`config.mk`:
```
export PLATFORM = sky130hd
export DESIGN_NAME = vote_tally
export DESIGN_NICKNAME = d
export VERILOG_FILES = /design/src/rtl/vote_tally.sv
export SDC_FILE = /design/constraint.sdc
export NUM_CORES = 1
export LEC_CHECK = 0
export BUFFER_PORTS_ARGS = -buffer_cell sky130_fd_sc_hd__buf_4
export CELL_PAD_IN_SITES_DETAIL_PLACEMENT = 0
export CELL_PAD_IN_SITES_GLOBAL_PLACEMENT = 1
export CORE_ASPECT_RATIO = 0.8
export CORE_UTILIZATION = 40
export DETAILED_ROUTE_END_ITERATION = 6
export GPL_TIMING_DRIVEN = 0
export HOLD_SLACK_MARGIN = 0.06
export MAX_ROUTING_LAYER = met4
export PLACE_DENSITY_LB_ADDON = 0.1
export REMOVE_ABC_BUFFERS = 1
export SLEW_MARGIN = 20
export SYNTH_ARGS = -nofsm -noshare
export SYNTH_HDL_FRONTEND = slang
export SYNTH_SLANG_ARGS = --single-unit
```
`constraint.sdc`:
```
create_clock -name clk -period 4.2 [get_ports clk]
set_input_delay 0.42 -clock clk [delete_from_list [all_inputs] [get_ports clk]]
set_output_delay 0.42 -clock clk [all_outputs]
set_load 0.03 [all_outputs]
```
`src/rtl/vote_tally.sv`:
```
// Voting session controller: opens a session on start, accepts one vote per
// voter, closes on close/full/timeout and publishes the tallied outcome.
//
// state     | meaning
// ----------+--------------------------------------------------------------
// S_IDLE    | no session since reset; votes are refused
// S_COLLECT | session open; votes accepted, timeout counter running
// S_DECIDE  | one cycle; result and tie latched from the final counts
// S_DONE    | outcome and counts held with result_valid high until start
module vote_tally #(
    parameter int N_VOTERS = 4,
    parameter int TIMEOUT  = 64,
    localparam int IDW     = (N_VOTERS > 1) ? $clog2(N_VOTERS) : 1,
    localparam int CW      = $clog2(N_VOTERS + 1)
) (
    input  logic           clk,
    input  logic           rst_n,
    input  logic           start,
    input  logic           vote_valid,
    input  logic [IDW-1:0] vote_id,
    input  logic           vote_val,
    input  logic           close,
    output logic           busy,
    output logic           vote_ack,
    output logic           vote_reject,
    output logic           result_valid,
    output logic           result,
    output logic           tie,
    output logic [CW-1:0]  yes_count,
    output logic [CW-1:0]  no_count
);

    localparam int TW = (TIMEOUT > 1) ? $clog2(TIMEOUT) : 1;
    // Counter value seen in the last permitted COLLECT cycle.
    localparam logic [TW-1:0] TMR_LAST = TW'((TIMEOUT > 0) ? TIMEOUT - 1 : 0);

    typedef enum logic [1:0] {
        S_IDLE    = 2'd0,
        S_COLLECT = 2'd1,
        S_DECIDE  = 2'd2,
        S_DONE    = 2'd3
    } state_t;

    state_t              state_q, state_d;
    logic [N_VOTERS-1:0] bitmap_q, bitmap_d;
    logic [N_VOTERS-1:0] id_dec;
    logic [CW-1:0]       yes_q, yes_d, no_q, no_d;
    logic [TW-1:0]       tmr_q, tmr_d;
    logic                ack_q, ack_d, rej_q, rej_d;
    logic                rv_q, rv_d, result_q, result_d, tie_q, tie_d;
    logic                accept;
    logic                timeout_hit;

    // One-hot decode of vote_id; all-zero when the id is out of range.
    always_comb begin
        id_dec = '0;
        for (int i = 0; i < N_VOTERS; i++) begin
            if (vote_id == IDW'(i)) id_dec[i] = 1'b1;
        end
    end

    assign accept      = (state_q == S_COLLECT) && vote_valid &&
                         (id_dec != '0) && ((id_dec & bitmap_q) == '0);
    assign timeout_hit = (TIMEOUT != 0) && (tmr_q == TMR_LAST);

    // Next-state and datapath updates; a vote on the closing edge still counts.
    always_comb begin
        state_d  = state_q;
        bitmap_d = bitmap_q;
        yes_d    = yes_q;
        no_d     = no_q;
        tmr_d    = tmr_q;
        rv_d     = rv_q;
        result_d = result_q;
        tie_d    = tie_q;
        ack_d    = accept;
        rej_d    = vote_valid && !accept;

        case (state_q)
            S_IDLE, S_DONE: begin
                if (start) begin
                    state_d  = S_COLLECT;
                    bitmap_d = '0;
                    yes_d    = '0;
                    no_d     = '0;
                    tmr_d    = '0;
                    rv_d     = 1'b0;
                    result_d = 1'b0;
                    tie_d    = 1'b0;
                end
            end
            S_COLLECT: begin
                if (accept) begin
                    bitmap_d = bitmap_q | id_dec;
                    if (vote_val) yes_d = yes_q + CW'(1);
                    else          no_d  = no_q + CW'(1);
                end
                if (TIMEOUT != 0) tmr_d = tmr_q + TW'(1);
                if (close || (bitmap_d == '1) || timeout_hit) state_d = S_DECIDE;
            end
            S_DECIDE: begin
                result_d = (yes_q > no_q);
                tie_d    = (yes_q == no_q);
                rv_d     = 1'b1;
                state_d  = S_DONE;
            end
            default: state_d = S_IDLE;
        endcase
    end

    // State and datapath registers; reset discards any session in progress.
    always_ff @(posedge clk or negedge rst_n) begin
        if (!rst_n) begin
            state_q  <= S_IDLE;
            bitmap_q <= '0;
            yes_q    <= '0;
            no_q     <= '0;
            tmr_q    <= '0;
            ack_q    <= 1'b0;
            rej_q    <= 1'b0;
            rv_q     <= 1'b0;
            result_q <= 1'b0;
            tie_q    <= 1'b0;
        end else begin
            state_q  <= state_d;
            bitmap_q <= bitmap_d;
            yes_q    <= yes_d;
            no_q     <= no_d;
            tmr_q    <= tmr_d;
            ack_q    <= ack_d;
            rej_q    <= rej_d;
            rv_q     <= rv_d;
            result_q <= result_d;
            tie_q    <= tie_d;
        end
    end

    assign busy         = (state_q == S_COLLECT) || (state_q == S_DECIDE);
    assign vote_ack     = ack_q;
    assign vote_reject  = rej_q;
    assign result_valid = rv_q;
    assign result       = result_q;
    assign tie          = tie_q;
    assign yes_count    = yes_q;
    assign no_count     = no_q;

endmodule

```
==> impl_metrics.ini, run 1 <==
[power]
power_frac_clock_pct = 13.5
p_leak_nw = 0.732
comb_power_share_pct = 52.6
p_sw_share_pct = 45.8
p_switching_mw = 0.478
intPower_mw = 0.566
peakVddDrop_v = 0.000298
power.density_mw_per_mm2 = 686
power.share.sequential_pct = 33.9

[clock_tree]
clock_sinks = 23
post_cts_buffers = 0
cts_tree = built
clk_pin_slew_ps = 90
clk_latency_ps = 270
htreeDepth = 1
clockBufferDepth = 2
cts_buffers = 3
cts_root_buf = clkbuf_8

[sta]
relSlewSlack_pct = 35.7
fmax_mhz = 402
worst_slew_pin_slew_ps = 962
setup_viol_count_final = 0
setup_tns_ps = 0
period_share_pct = 59.3
rsz0062_at_grt = no
holdWs_ps = 395
worst_clock_skew_ps = 5.22
fin_crit_ps = 2490
drv_slew = 0
finalHoldViolations = 0

[synth]
yosysWarnings = 0
synth-edff-count = 0
netlist.area_leader.share_pct = 43.9
synth.avg_cell_area_sq_um = 9.92
synth_area_leader_cell = dfrtp_1
syn_area_sq_mm = 0.00131
synthCells = 132
synth_cell_types = 39
synth_seq_cells = 23
synth_area_leaders = dfrtp_1 44%, ha_1 7.6%, nor2_1 4.0%, mux2i_1 3.8%, inv_1 3.2%
ys.flop_type = dfrtp_1
seq_area_frac_synth_pct = 43.9
async_flop_share_pct = 100

[setup_path]
cp-end-kind = register
r2r_cells = 7
cp_max_fo = 10
r2r_slack_ps = 1710
r2r-end = no_count[2]$_DFFE_PN0P_
rr_startpoint = state_q[0]$_DFFE_PN0P_
crit_arrival_ps = 2700
crit_path_start_kind = register
cp_data_required_time_ps = 4410
path_class = register to register

[drt]
vias = 1030
drtIter0Drc = 45
drt_wl_total_microns = 2730
drtPass1Iterations = 4
viasPerCell = 5.39
route.detailed.drc = 0
ant_nets = 0
post_drt_wl_per_cell_microns = 14.3

[finish]
layout-drive-gt1-share_pct = 18.5
utilization_pct = 49.0
nets = 168
syn_to_final_growth_pct = 16.2
layoutNonFillerInstCount = 191
final_area_sq_mm = 0.00152
antenna_cells = 0

[die]
io_pins = 20
dieHeight_microns = 53.2
num_rows = 18
start_util_pct = 42.1
dieArea_sq_mm = 0.00351
core-area_sq_mm = 0.00311
die_w_microns = 66.0

[worst_hold_path]
hp-start = vote_valid
min_path_type = input port to register
hold_path_depth = 2
min_to = vote_reject$_DFF_PN0_

[placement]
port_buffers = 19
place_area_sq_mm = 0.00147
gp_congestion = 0.736
dp.cells = 186
hpwlAfterDp_microns = 1990

[grt]
grt_overflow = 0
grt_pass1_wl_microns = 4550
grt_pass1_vias = 967
grt_usage_pct = 18.0
grt_antenna_before_repair = 0
grt_max_degree = 24

[run_status]
status = finished, final reports clean

[job]
maxCapViolations = 0
==> per-layer routing <==
metal,up-vias,GRT usage (%),routed length (microns),share of wire [%]
met5,-,-,0,0
met4,0,2.13,10,0.37
met2,28,29.1,1160,43
met1,484,23.7,1410,52
met3,2,4.53,142,5.2
li1,516,-,-,-
==> what timing repair did <==
item                      CTS  global route
hold buffers                1             0
hold endpoints to repair   23             0
gates resized for setup     0             0
==> sequential cells by signal, summed over array words and instances (netlist names) <==
signal	cells
result	1
result_valid	1
tmr_q	6
vote_reject	1
state_q	2
tie	1
yes_count	3
vote_ack	1
no_count	3
bitmap_q	4
==> power by group through the flow <==
| stage | registers (mW) | clock network [mW] | logic, mW |
|---|---|---|---|
| after detailed placement | 0.358 | 0 | 0.549 |
| after global placement | 0.352 | 0 | 0.540 |
| after CTS | 0.353 | 0.145 | 0.552 |
| final | 0.354 | 0.141 | 0.550 |
| after floorplan | 0.393 | 0 | 0.349 |
| after global routing | 0.366 | 0.156 | 0.609 |
==> cell type report <==
class                           instances  area, sq um
Tap cell                               40         50.0
Timing Repair Buffer                   20          153
Inverter                               11         41.3
Clock buffer                            3         41.3
Clock inverter                          1         5.00
Fill cell                             316         1590
Multi-Input combinational cell         93          657
Sequential cell                        23          576
==> critical path, cell delays in order, from the launching register on <==
cell	delay (ps)
dfrtp_1	380
inv_1	50
ha_1	450
nor2b_1	810
nor2_8	90
and3b_1	280
a211oi_1	250
a31o_1	130
==> kinds of logic (layout without fill, tap and decap cells) <==
group                      count (synthesis)  count (layout)  synth area share, %
and+or+nand+nor                           46              46                 19.1
muxes                                      6               6                 5.54
AOI/OAI and AO/OA                         28              28                 14.5
buffers and inverters                     16              35                 5.92
DFF                                       23              23                 43.9
xor gates and xnor gates                   5               5                 3.34
adders and majority gates                  8               8                 7.64
==> how the worst max path moves through the flow <==
stage               cells after the start                 endpoint                    from  slack (ps)
CTS                                     7  no_count[2]$_DFFE_PN0P_  state_q[0]$_DFFE_PN0P_        1710
global route                            7  no_count[2]$_DFFE_PN0P_  state_q[0]$_DFFE_PN0P_        1540
finish                                  7  no_count[2]$_DFFE_PN0P_  state_q[0]$_DFFE_PN0P_        1710
detailed placement                      7  no_count[2]$_DFFE_PN0P_  state_q[0]$_DFFE_PN0P_        1730
global placement                        7  no_count[2]$_DFFE_PN0P_  state_q[0]$_DFFE_PN0P_        1750
floorplan                               7  no_count[2]$_DFFE_PN0P_  state_q[0]$_DFFE_PN0P_        2110
==> metrics by stage <==
step	total power [mW]	setup slack (ps)
finish	1.04	1710
global route	1.13	1540
detailed placement	0.907	1730
CTS	1.05	1710
floorplan	0.743	2110
global placement	0.892	1750
==> placed cells by master (no fill, tap or decap), drive strengths merged, types with 2 or more instances in the layout <==
master,count
buf,19
nor3,3
inv,11
a31oi,2
nand2,10
xor2,4
o21ai,8
nor2b,2
a221oi,2
a21oi,4
clkbuf,3
dfrtp,23
ha,8
nor2,16
or3,2
nand4,4
mux2i,5
o31ai,3
nand3,4
==> synthesized netlist by cell type (2+ instances only) <==
master / count
a221oi_1: 2
dfrtp_1: 23
a21oi_1: 4
nor2b_1: 2
buf_6: 2
xor2_1: 4
nand3_1: 4
ha_1: 8
o31ai_1: 3
inv_1: 11
buf_2: 2
or3_1: 2
nand4_1: 4
a31oi_1: 2
mux2i_1: 5
nor2_1: 14
o21ai_0: 8
nor3_1: 2
nand2_1: 10
Note: power is estimated with default switching activity, not from simulation.
==> inputs of run 2 (changes only) <==
--- a/config.mk
+++ b/config.mk
@@ -5,6 +5,7 @@
 export SDC_FILE = /design/constraint.sdc
 export NUM_CORES = 1
 export LEC_CHECK = 0
+export ABC_AREA = 1
 export BUFFER_PORTS_ARGS = -buffer_cell sky130_fd_sc_hd__buf_4
 export CELL_PAD_IN_SITES_DETAIL_PLACEMENT = 0
 export CELL_PAD_IN_SITES_GLOBAL_PLACEMENT = 1
==> constraint.sdc (replaced) <==
create_clock -name clk -period 2.36 [get_ports clk]
set_input_delay 0.236 -clock clk [delete_from_list [all_inputs] [get_ports clk]]
set_output_delay 0.236 -clock clk [all_outputs]
set_load 0.03 [all_outputs]
==> run 2 against run 1 <==
Against the previous run:
- clock power increased by 72%
- maximum frequency rose by 20%
- combinational power grew 71%
- first-iteration DRC count grew 40%
- clock-buffer cell count is the same
- critical path type unchanged
- final area about the same
- largest cell class unchanged
- critical path depth up 4
- register-to-register slack worse by 1400 ps
- setup slack worse by 1400 ps
==> impl_metrics.ini, run 2 <==
[run_status]
status = finished, final reports clean

[die]
die_w_microns = 65.2
core-area_sq_mm = 0.00289
start_util_pct = 44.2
dieHeight_microns = 52.5
num_rows = 17
io_pins = 20
dieArea_sq_mm = 0.00343

[drt]
drt_wl_total_microns = 2690
post_drt_wl_per_cell_microns = 12.3
viasPerCell = 4.98
route.detailed.drc = 0
drtIter0Drc = 63
drtPass1Iterations = 4
vias = 1090
ant_nets = 0

[sta]
setup_viol_count_final = 0
drv_slew = 0
setup_tns_ps = 0
period_share_pct = 88.0
fmax_mhz = 481
relSlewSlack_pct = 73.3
worst_clock_skew_ps = 2.35
rsz0062_at_grt = no
finalHoldViolations = 0
postLayoutSetupSlackWorst_ps = 283
worst_slew_pin_slew_ps = 400
fin_crit_ps = 2080

[synth]
syn_area_sq_mm = 0.00128
async_flop_share_pct = 100
synth-compound-area-share_pct = 11.5
synth-xor-area-share_pct = 0
seq_area_frac_synth_pct = 45.1
synth_cell_types = 24
ys.flop_type = dfrtp_1
netlist_top_cells_count = 30 x nand2_1, 23 x dfrtp_1, 23 x inv_1, 16 x nand3_1, 13 x nor2_1
synthSimpleGateAreaFrac_pct = 27.7
synthAdderAreaFrac_pct = 7.84
synthMuxAreaShare_pct = 0
synth-edff-count = 0
synth_area_leader_cell = dfrtp_1
synth.avg_cell_area_sq_um = 8.09
yosysWarnings = 0
synth_seq_cells = 23
synthCells = 158
synth_area_leaders = dfrtp_1 45%, nand2_1 8.8%, ha_1 7.8%, inv_1 6.8%, nand3_1 6.3%
yosysMostFrequentCell = nand2_1
netlist.area_leader.share_pct = 45.1
synth_top_family_by_area = simple AND/OR/NAND/NOR gates

[clock_tree]
clock_sinks = 23
cts_tree = built
post_cts_buffers = 0
clockBufferDepth = 2
htreeDepth = 1
cts_buffers = 3
clk_pin_slew_ps = 80
cts_root_buf = clkbuf_8
clk_latency_ps = 260

[finish]
syn_to_final_growth_pct = 19.3
layout-drive-gt1-share_pct = 17.7
reg.largest.list = tmr_q: 6 flops, bitmap_q: 4 flops
seq_area_sq_um = 576
final_cell_mix = 30 x nand2_1, 23 x inv_1, 23 x dfrtp_1
multi_input_area_sq_um = 608
fillers = 284
antenna_cells = 0
largest_register_ffs = 6
final_common_cell = nand2_1
largest-register = tmr_q
nets = 198

[setup_path]
cp-end-kind = register
crit_arrival_ps = 2210
r2r_slack_ps = 280
cp_data_required_time_ps = 2490
cp_max_fo = 12
path_class = register to register
crit_path_start_kind = register

[placement]
port_buffers = 19
gp_congestion = 0.830
dp_slack_ps = 189
hpwlAfterDp_microns = 2080

[grt]
grt_max_degree = 24
grt_overflow = 0
grt_usage_pct = 18.7
grt_pass1_wl_microns = 4530
grt_pass1_vias = 1010
grt_antenna_before_repair = 0

[power]
peakVddDrop_v = 0.000413
total_power_mw = 1.78
p_leak_nw = 0.808
power.density_mw_per_mm2 = 1170

[worst_hold_path]
min_path_type = input port to register

[job]
maxCapViolations = 0
run 2: cell types whose count changed after synthesis, moves of 3 or more:
cell / previous run / this run
inv_1: 11 / 23
nand2_1: 10 / 30
nor3_1: 2 / 5
nand2_2: 0 / 3
nand4_1: 4 / 1
mux2i_1: 5 / 0
xor2_1: 4 / 0
a21oi_1: 4 / 10
nand3_1: 4 / 16
o21ai_0: 8 / 11
o31ai_1: 3 / 0
run 2: routing by layer:
metal | vias to the layer above | wire (microns) | GRT usage (%)
met1 | 505 | 1360 | 23.3
met3 | 2 | 100 | 4.78
met2 | 21 | 1210 | 30.6
met4 | 0 | 18 | 4.35
li1 | 562 | - | -
met5 | - | 0 | -
run 2: path summary, 6_finish.rpt:
kind | depth (start not counted) | startpoint | to
worst max-delay path | 11 | state_q[0]$_DFFE_PN0P_ | no_count[2]$_DFFE_PN0P_
worst min-delay path | 3 | vote_valid | vote_reject$_DFF_PN0_
worst max register to register | 11 | state_q[0]$_DFFE_PN0P_ | no_count[2]$_DFFE_PN0P_
worst min register to register | 1 | tmr_q[5]$_DFFE_PN0P_ | tmr_q[5]$_DFFE_PN0P_
max in group asynchronous | 2 | rst_n | yes_count[1]$_DFFE_PN0P_
min in group asynchronous | 2 | rst_n | bitmap_q[1]$_DFFE_PN0P_
run 2: area by class of cell:
class / count / share of cell area [%]
clock inverters: 1 / 0.328
repair buffers: 20 / 10.0
flip-flops and latches: 23 / 37.8
well taps: 38 / 3.12
clock buffers: 3 / 2.71
inverters: 25 / 6.16
multi-input cells: 109 / 39.9
run 2: timing repair:
item	4_1_cts	5_1_grt
endpoints found under the hold margin	23	0
hold buffers	1	0
setup endpoints to repair	0	1
resized for setup	0	1
run 2: report_power, final:
part           internal, mW  switching, mW  leakage [nW]
sequential            0.505         0.0861         0.303
combinational         0.312          0.631         0.479
clock                 0.118          0.124        0.0255
run 2: critical path, stage by stage, from the launching register on:
cell and delay [ps]:
dfrtp_1 390, inv_1 50, ha_1 350, nand2_1 210, o21ai_4 210, inv_1 170
nor2_1 150, nand2_1 100, nand2_1 110, nand2_1 60, nor2_1 90, nor3_1 60
run 2: logic make-up (layout without fill, tap and decap cells):
logic type,Yosys count,count (layout)
simple gates,75,75
buf+inv,26,49
flops,23,23
fa+ha+maj,8,8
compound gates,26,26
run 2: through the flow:
stage               cells  hold WS [ps]  instance area, sq um  util (%)
floorplan             157         -59.6                  1270         -
global placement      214           150                  1460      50.5
detailed placement    214           153                  1460      50.5
CTS                   219           188                  1520      52.4
global route          219           210                  1520      52.7
finish                219           197                  1520      52.7
